[config.mk]
export PLATFORM = sky130hd
export DESIGN_NAME = pixel_stream_proc
export DESIGN_NICKNAME = d
export VERILOG_FILES = /design/src/rtl/pixel_stream_proc.sv
export SDC_FILE = /design/constraint.sdc
export NUM_CORES = 1
export LEC_CHECK = 0
export CAP_MARGIN = 20
export CORE_UTILIZATION = 37
export CTS_BUF_LIST = sky130_fd_sc_hd__clkbuf_2 sky130_fd_sc_hd__clkbuf_4 sky130_fd_sc_hd__clkbuf_8
export DETAILED_ROUTE_END_ITERATION = 16
export PLACE_DENSITY_LB_ADDON = 0.2
export SETUP_SLACK_MARGIN = 0.02
export SLEW_MARGIN = 0
export SYNTH_ARGS = -nofsm -noshare
export SYNTH_HDL_FRONTEND = slang
export SYNTH_SLANG_ARGS = --single-unit
[constraint.sdc]
create_clock -name HCLK -period 7.57 [get_ports HCLK]
set_clock_uncertainty 0.2 [all_clocks]
set_input_delay 1.1355 -clock HCLK [delete_from_list [all_inputs] [get_ports HCLK]]
set_output_delay 1.1355 -clock HCLK [all_outputs]
set_load 0.02 [all_outputs]
[src/rtl/pixel_stream_proc.sv]
// Streaming RGB point-operation processor with frame/line markers.
// Define GRAY_WEIGHTED_EN for luma-weighted grayscale and threshold.
module pixel_stream_proc #(
  parameter int DW    = 8,
  parameter int MAX_W = 4096,
  parameter int MAX_H = 4096
) (
  input  logic                     HCLK,
  input  logic                     HRESETn,
  input  logic                     start,
  input  logic [$clog2(MAX_W):0]   cfg_width,
  input  logic [$clog2(MAX_H):0]   cfg_height,
  input  logic [2:0]               cfg_mode,
  input  logic [DW-1:0]            cfg_value,
  input  logic                     s_valid,
  output logic                     s_ready,
  input  logic [3*DW-1:0]          s_data,
  output logic                     m_valid,
  input  logic                     m_ready,
  output logic [3*DW-1:0]          m_data,
  output logic                     m_sof,
  output logic                     m_eol,
  output logic                     m_eof,
  output logic                     busy,
  output logic                     done
);
  localparam int CW = $clog2(MAX_W);
  localparam int RW = $clog2(MAX_H);
  localparam logic [CW:0] ONE_W = (CW+1)'(1);
  localparam logic [RW:0] ONE_H = (RW+1)'(1);
  localparam logic [DW+1:0] MAXV = {2'b00, {DW{1'b1}}};

  typedef enum logic [1:0] {IDLE, RUN, DRAIN} state_t;

  state_t          state_q, state_d;
  logic [CW-1:0]   col_q, col_d;
  logic [RW-1:0]   row_q, row_d;
  logic [CW:0]     width_q, width_d;
  logic [RW:0]     height_q, height_d;
  logic [2:0]      mode_q, mode_d;
  logic [DW-1:0]   value_q, value_d;
  logic            busy_q, busy_d;
  logic            done_q, done_d;

  logic            v1_q, v1_d;
  logic [3*DW-1:0] d1_q, d1_d;
  logic            sof1_q, sof1_d;
  logic            eol1_q, eol1_d;
  logic            eof1_q, eof1_d;

  logic            mv_q, mv_d;
  logic [3*DW-1:0] md_q, md_d;
  logic            msof_q, msof_d;
  logic            meol_q, meol_d;
  logic            meof_q, meof_d;

  logic adv1, adv2, in_hs, out_hs;
  logic last_col, last_row;

  function automatic logic [DW-1:0] gray_of(input logic [3*DW-1:0] p);
`ifdef GRAY_WEIGHTED_EN
    logic [DW+17:0] acc;
    acc = (DW+18)'(p[3*DW-1:2*DW]) * (DW+18)'(77)
        + (DW+18)'(p[2*DW-1:DW]) * (DW+18)'(150)
        + (DW+18)'(p[DW-1:0]) * (DW+18)'(29);
    return DW'(acc >> 8);
`else
    logic [DW+1:0] acc;
    acc = (DW+2)'(p[3*DW-1:2*DW])
        + (DW+2)'(p[2*DW-1:DW])
        + (DW+2)'(p[DW-1:0]);
    return DW'(acc / (DW+2)'(3));
`endif
  endfunction

  function automatic logic [3*DW-1:0] point_op(
    input logic [2:0]      mode,
    input logic [DW-1:0]   val,
    input logic [3*DW-1:0] p
  );
    logic [DW+1:0]   c, v, t;
    logic [DW-1:0]   g;
    logic [3*DW-1:0] o;
    o = p;
    v = (DW+2)'(val);
    g = gray_of(p);
    for (int i = 0; i < 3; i++) begin
      c = (DW+2)'(p[i*DW +: DW]);
      case (mode)
        3'd1: t = (c + v > MAXV) ? MAXV : c + v;
        3'd2: t = (c > v) ? c - v : '0;
        3'd3: t = (DW+2)'(g);
        3'd4: t = MAXV - c;
        3'd5: t = ((DW+2)'(g) > v) ? MAXV : '0;
        default: t = c;
      endcase
      o[i*DW +: DW] = DW'(t);
    end
    return o;
  endfunction

  assign adv2     = !mv_q || m_ready;
  assign adv1     = !v1_q || adv2;
  assign s_ready  = (state_q == RUN) && adv1;
  assign in_hs    = s_valid && s_ready;
  assign out_hs   = mv_q && m_ready;
  assign last_col = ({1'b0, col_q} == width_q - ONE_W);
  assign last_row = ({1'b0, row_q} == height_q - ONE_H);

  // Frame FSM: latch config on start, count input beats, wait for eof drain.
  always_comb begin
    state_d  = state_q;
    col_d    = col_q;
    row_d    = row_q;
    width_d  = width_q;
    height_d = height_q;
    mode_d   = mode_q;
    value_d  = value_q;
    busy_d   = busy_q;
    done_d   = 1'b0;
    unique case (state_q)
      IDLE: begin
        if (start && (|cfg_width) && (|cfg_height)) begin
          width_d  = cfg_width;
          height_d = cfg_height;
          mode_d   = cfg_mode;
          value_d  = cfg_value;
          col_d    = '0;
          row_d    = '0;
          busy_d   = 1'b1;
          state_d  = RUN;
        end
      end
      RUN: begin
        if (in_hs) begin
          if (last_col) begin
            col_d = '0;
            if (last_row) state_d = DRAIN;
            else          row_d = row_q + 1'b1;
          end else begin
            col_d = col_q + 1'b1;
          end
        end
      end
      DRAIN: begin
        if (out_hs && meof_q) begin
          done_d  = 1'b1;
          busy_d  = 1'b0;
          state_d = IDLE;
        end
      end
      default: state_d = IDLE;
    endcase
  end

  // Two-stage pipeline: stage 1 captures pixel+markers, stage 2 computes.
  always_comb begin
    v1_d   = v1_q;
    d1_d   = d1_q;
    sof1_d = sof1_q;
    eol1_d = eol1_q;
    eof1_d = eof1_q;
    mv_d   = mv_q;
    md_d   = md_q;
    msof_d = msof_q;
    meol_d = meol_q;
    meof_d = meof_q;
    if (adv1) begin
      v1_d = in_hs;
      if (in_hs) begin
        d1_d   = s_data;
        sof1_d = (row_q == '0) && (col_q == '0);
        eol1_d = last_col;
        eof1_d = last_col && last_row;
      end
    end
    if (adv2) begin
      mv_d = v1_q;
      if (v1_q) begin
        md_d   = point_op(mode_q, value_q, d1_q);
        msof_d = sof1_q;
        meol_d = eol1_q;
        meof_d = eof1_q;
      end
    end
  end

  // State and datapath registers with synchronous active-low reset.
  always_ff @(posedge HCLK) begin
    if (!HRESETn) begin
      state_q  <= IDLE;
      col_q    <= '0;
      row_q    <= '0;
      width_q  <= '0;
      height_q <= '0;
      mode_q   <= '0;
      value_q  <= '0;
      busy_q   <= 1'b0;
      done_q   <= 1'b0;
      v1_q     <= 1'b0;
      d1_q     <= '0;
      sof1_q   <= 1'b0;
      eol1_q   <= 1'b0;
      eof1_q   <= 1'b0;
      mv_q     <= 1'b0;
      md_q     <= '0;
      msof_q   <= 1'b0;
      meol_q   <= 1'b0;
      meof_q   <= 1'b0;
    end else begin
      state_q  <= state_d;
      col_q    <= col_d;
      row_q    <= row_d;
      width_q  <= width_d;
      height_q <= height_d;
      mode_q   <= mode_d;
      value_q  <= value_d;
      busy_q   <= busy_d;
      done_q   <= done_d;
      v1_q     <= v1_d;
      d1_q     <= d1_d;
      sof1_q   <= sof1_d;
      eol1_q   <= eol1_d;
      eof1_q   <= eof1_d;
      mv_q     <= mv_d;
      md_q     <= md_d;
      msof_q   <= msof_d;
      meol_q   <= meol_d;
      meof_q   <= meof_d;
    end
  end

  assign m_valid = mv_q;
  assign m_data  = md_q;
  assign m_sof   = msof_q;
  assign m_eol   = meol_q;
  assign m_eof   = meof_q;
  assign busy    = busy_q;
  assign done    = done_q;
endmodule
**After elaboration in Yosys (flattened, before gate mapping)**

Index checks and enable logic that the tools add are counted.
W data, S select, Z words.

- Logic and storage cells: 112
- Bits of input ports: 66
- Bits in registers: 121
- Output and inout bits: 31

- Magnitude comparators: 7
- Reduce and logical (&&, ||, !) cells: 27
- Equal/unequal tests: 15
- Add/sub/neg operators: 15
- Muxes and demuxes: 28
- Divide/modulo/power cells: 1

Operators with widths:

| cell | count |
|---|---|
| $pmux W8 S5 | 3 |
| $mux W12 | 6 |
| $mux W8 | 7 |
| $pmux W12 S2 | 2 |
| $add A8 B8 Y9 | 4 |
| $gt A8 B8 Y1 | 4 |
| $gt A9 B8 Y1 const B | 3 |
| $eq A12 B13 Y1 | 2 |
| $reduce_or A13 Y1 | 2 |
| $sub A13 B1 Y13 const B | 2 |
| $add A12 B1 Y12 const B | 2 |
| $logic_not A12 Y1 | 2 |
| $sub A8 B8 Y8 | 3 |
| $sub A8 B8 Y8 const A | 3 |
| $ne A2 B2 Y1 const B | 6 |
| $add A9 B8 Y10 | 1 |
| $div A10 B2 Y10 const B | 1 |
| $mux W2 | 5 |
| $reduce_and A5 Y1 | 2 |
| $logic_and A1 B1 Y1 | 8 |
| $reduce_and A2 Y1 | 4 |
| $eq A3 B2 Y1 const B | 2 |
| $eq A3 B3 Y1 const B | 2 |
| $pmux W2 S3 | 1 |
| 10 further kinds | 16 |

**Depth between registers and ports, before layout**

Gate-level depths: netlist of the first run.

- Depth in word-level cells: 7
- Gate-level depth with buffers: 36
- Depth with buffers taken out: 34

**Worst setup path after synthesis of the first run**

Ideal clock, no wire load.

- Path kind: flip-flop to flip-flop
- From: reg d1_q[1]
- To: reg md_q[23], in the netlist m_data[23]
- Setup time: 132 ps
- Arrival time: 6548 ps
- Stages on the path, launching flop included: 35
- Path slack: 690 ps
- Required time: 7238 ps
- Path buffers: 1
- Clock period less this slack: 6880 ps
- Cells stage by stage: dfxtp_1 inv_1 fa_1 inv_1 ha_1 inv_1 fa_1 and2b_1 o221ai_2 a21o_1 nand2_2 nand2_1 o311ai_1 a221oi_1 or2_4 a21oi_1 ha_1 nand2b_1 a222oi_1 o21bai_1 a211oi_2 nor3_2 ha_1 nor2b_1 o21a_1 o21a_1 o21ai_0 nand3b_1 a21oi_1 o21bai_1 clkbuf_1 a21oi_1 o21ai_0 o311ai_0 a21boi_0

- Longest elaborated chain between the ends: 5

Ends and longest elaborated chain:

| element | RTL line | RTL |
|---|---|---|
| start: declaration | 46 | `logic [3*DW-1:0] d1_q, d1_d;` |
| start signal: assignment | 201 | `d1_q <= '0;` |
| start signal: assignment | 221 | `d1_q <= d1_d;` |
| $add A9 B8 Y10 * | 71 | `+ (DW+2)'(p[DW-1:0]);` |
| $div A10 B2 Y10 * | 72 | `return DW'(acc / (DW+2)'(3));` |
| $gt A8 B8 Y1 | 94 | `3'd5: t = ((DW+2)'(g) > v) ? MAXV : '0;` |
| $mux W8 | 94 |  |
| $pmux W8 S5 * | 89 | `case (mode)` |
| end signal: assignment | 226 | `md_q <= md_d;` |
| end: declaration | 52 | `logic [3*DW-1:0] md_q, md_d;` |

Every way passes the cells marked *; elsewhere a longest branch is shown, timed or not.
A chain may end at the register's enable or synchronous reset.

**Final worst setup path of the first run**

- From: reg d1_q[0]
- To: reg md_q[16], in the netlist m_data[16]

The elaborated chain is that of the path after synthesis.

==> summary.md, run 1 <==
| Metric | Value |
|---|---|
| Status | `finished, violations left` |
| Failing checks | `design-rule violations` |
| Core area | `between 20000 and 30000 µm²` |
| Post-synthesis sequential area ratio | `24.5%` |
| Synth Register Bits | `121` |
| Largest buffer count on any clock path | `2` |
| Max-cap violations | `0` |
| Slowest cell delay on critical path | `~0.43 ns` |
| Cell taking the most area after synthesis | `dfxtp_1` |
| Post-synth EDFFs | `0` |
| Worst Hold Class | `flip-flop to flip-flop` |
| # DRC | `4` |
| Final RePlAce weighted congestion | `0.925` |
| Die H | `165 µm` |
| Initial core utilization | `between 30 and 40%` |
| Die ar. | `27400 µm²` |
| Boundary Pins | `97` |
| Post-synth cell types | `92` |
| Vias | `9283` |
| Reg-to-reg endpoint | `m_data[16]$_SDFFE_PN0P_` |
| Antenna fix cells | `0` |
| Max-slew violations | `0` |
| Final Routed Wirelength | `31.1 mm` |
| Synth cell count leaders | `dfxtp_1, nand2_1, nor2_1` |
| Final setup viols | `0` |
| Vias per cell | `between 5 and 6` |
| Crit-path max FO | `9` |
| Die W | `165 µm` |
| Critical path type | `flip-flop to flip-flop` |
| Share of layout cells above drive strength 1 | `9.75%` |
| Avg Synthesized Cell Area | `8.06 µm²` |
| Yosys warns | `0` |
| PwrDens | `about 170 nW/µm²` |
| Count leader, synth | `dfxtp_1` |
| Root Buffer Master | `clkbuf_8` |
| Critical Path AT | `7.23 ns` |
| Clk slew on worst S/H paths | `0.08 ns` |
| Static leakage | `approximately 0.0046 µW` |
| Port buffer count | `96` |
| Placed cells | `1632` |
| Post-place instance area | `11300 µm²` |
| Final hold slack | `0.262 ns` |
| Initial DRC count | `~700` |
| Nets | `approximately 1500` |
| Hold Path Origin | `m_data[18]$_SDFFE_PN0P_` |
| Slowest CP cell | `fa_1` |
| H-tree depth | `4` |
| Largest net degree at the start of global routing | `62` |
| Worst reg2reg path depth | `32` |
| Final Hold Fails | `0` |
| CTS Buf Count | `17` |
| Crit path required time | `slightly below 8 ns` |
| Core Util, Final | `45.2%` |
| Max IR drop VDD | `0.0990 mV` |
| Grt ovf | `0` |
| Post-layout min period | `7.11 ns` |
| Async SR Flop Fraction | `0%` |
| Area growth, synth to finish | `19.5%` |
| Antenna viol nets, final | `0` |
| First-pass GRT wire length | `48.5 mm` |
| Finished Layout Cells | `1669` |
| R2R Setup Slk | `0.46 ns` |
| Largest cells by area after synthesis | `dfxtp_1, ha_1, mux2i_1, nand2_1, xnor2_1` |
| CP endpoint | `m_data[16]$_SDFFE_PN0P_` |
| CP endpoint kind | `flip-flop` |
| Clk_lat worst skew | `0.46 ns` |
| Final period util | `93.9%` |
| Top-area cell type share of the netlist area | `24.5%` |
| CTS hold repair buffers | `0` |
| Routed len/inst | `18.6 µm` |
| Setup crit start | `d1_q[0]$_SDFFE_PN0P_` |
| Post-synthesis net count | `about 1400` |
| Count of clock tree sinks | `121` |
| Post-route cell area | `11800 µm²` |
| Fillers | `around 2600` |
| Rows | `59` |
| Worst slew pin tran | `~1.1 ns` |
| Gr usage total | `about a quarter` |
| Worst slew margin | `just under 30%` |
| Cells after Synth | `about 1200` |
| CTS tree | `yes` |
| Fmax | `141 MHz` |
| Ys flop type | `dfxtp_1` |
| Cell Area, Synth | `9880 µm²` |
| Vias in the first global route | `approximately 9000` |
| Pre-antenna DRT Iters | `12` |
| Worst reg2reg startpoint | `d1_q[0]$_SDFFE_PN0P_` |
| Initial antenna violation count | `0` |
| Critical Path Start Type | `flip-flop` |
| HPWL Detailed | `23.1 mm` |
area by class of cell:
cell class | count | area [µm²] | area share, %
timing repair buffer | 130 | 1210 | 10.3
clock buffer | 20 | 275 | 2.33
clock inverter | 12 | 140 | 1.19
tap | 335 | 419 | 3.55
inverter | 69 | 259 | 2.19
sequential | 121 | 2420 | 20.5
multi-input combinational | 982 | 7080 | 59.9
critical path: cells and delay by family, from the launching register on:
kind	cells	cell delay (ns)
AOI/OAI and AO/OA	16	3.22
adders and majority gates	5	1.48
buffers and inverters	5	0.62
DFF	1	0.39
and+or+nand+nor	6	1.06
sequential cells by signal (all words and copies together) (netlist names):
register	cells
sof1_q	1
done	1
width_q	13
v1_q	1
busy	1
row_q	12
height_q	13
m_eol	1
m_valid	1
state_q	2
eof1_q	1
value_q	8
mode_q	3
d1_q	24
eol1_q	1
m_data	24
m_eof	1
col_q	12
m_sof	1
where the power goes:
group | total [µW] | switching (µW) | internal (µW) | leakage [µW]
clock | 631 | 308 | 323 | 0.000208
sequential | 695 | 35.8 | 659 | 0.000985
combinational | 643 | 360 | 282 | 0.00342
routing by layer:
metal	GRT usage (%)	vias to the layer above	part of all wire, %
met2	34.6	316	43
met1	33.5	4327	49
met4	9.01	0	2.6
met5	0	-	0
met3	3.45	47	6.0
li1	-	4593	-
cells in the final DEF (no fill, tap or decap), drive strengths merged, types with 20 or more instances in the layout:
cell / netlist / routed
nand3: 29 / 29
xor2: 30 / 30
a21boi: 52 / 52
mux2i: 44 / 44
o21ai: 49 / 49
nand2: 119 / 119
a21oi: 79 / 79
nor2: 95 / 95
nand4: 22 / 22
buf: 10 / 35
xnor2: 52 / 53
dfxtp: 121 / 121
inv: 69 / 72
nor2b: 47 / 47
ha: 70 / 70
nor3: 31 / 31
clkbuf: 45 / 20
clkdlybuf4s50: 0 / 95
kinds of logic (layout without fill, tap and decap cells):
kind of cell               after synthesis  count (layout)  share of synthesized area, %
muxes                                   44              44                          4.46
xor gates and xnor gates                82              83                          7.42
AOI/OAI and AO/OA                      335             335                          24.6
buffers and inverters                  124             231                          4.91
and+or+nand+nor                        435             435                          22.2
adders and majority gates               85              85                          11.9
DFF                                    121             121                          24.5
stage by stage:
stage	power, µW	worst slack [ns]	TNS, ns
global placement	1320	0.426	0
global route	2080	-0.0449	-0.123
finish	1970	0.461	0
detailed placement	1320	0.293	0
floorplan	1140	0.690	0
CTS	1950	0.253	0
how the worst min path moves through the flow:
stage / end / slack [ns] / cells after the start
after floorplan: sof1_q$_SDFFE_PN0P_ / 0.24 / 2
after global placement: m_data[2]$_SDFFE_PN0P_ / 0.25 / 2
after detailed placement: m_data[18]$_SDFFE_PN0P_ / 0.25 / 2
after CTS: m_data[18]$_SDFFE_PN0P_ / 0.27 / 2
after global routing: m_data[6]$_SDFFE_PN0P_ / 0.29 / 2
final: m_data[18]$_SDFFE_PN0P_ / 0.26 / 2
what timing repair did:
item	in CTS	in global routing
hold endpoints to repair	0	0
resized for setup	0	18
buffers inserted	0	4
setup endpoints to repair	0	24
Note: power is estimated with default switching activity, not from simulation.
==> inputs of run 2 (changes only) <==
Settings changed: CAP_MARGIN 20 to unset.
==> results of run 2 <==
Same layout as run 1: the final DEF is identical, and so are final timing and power.
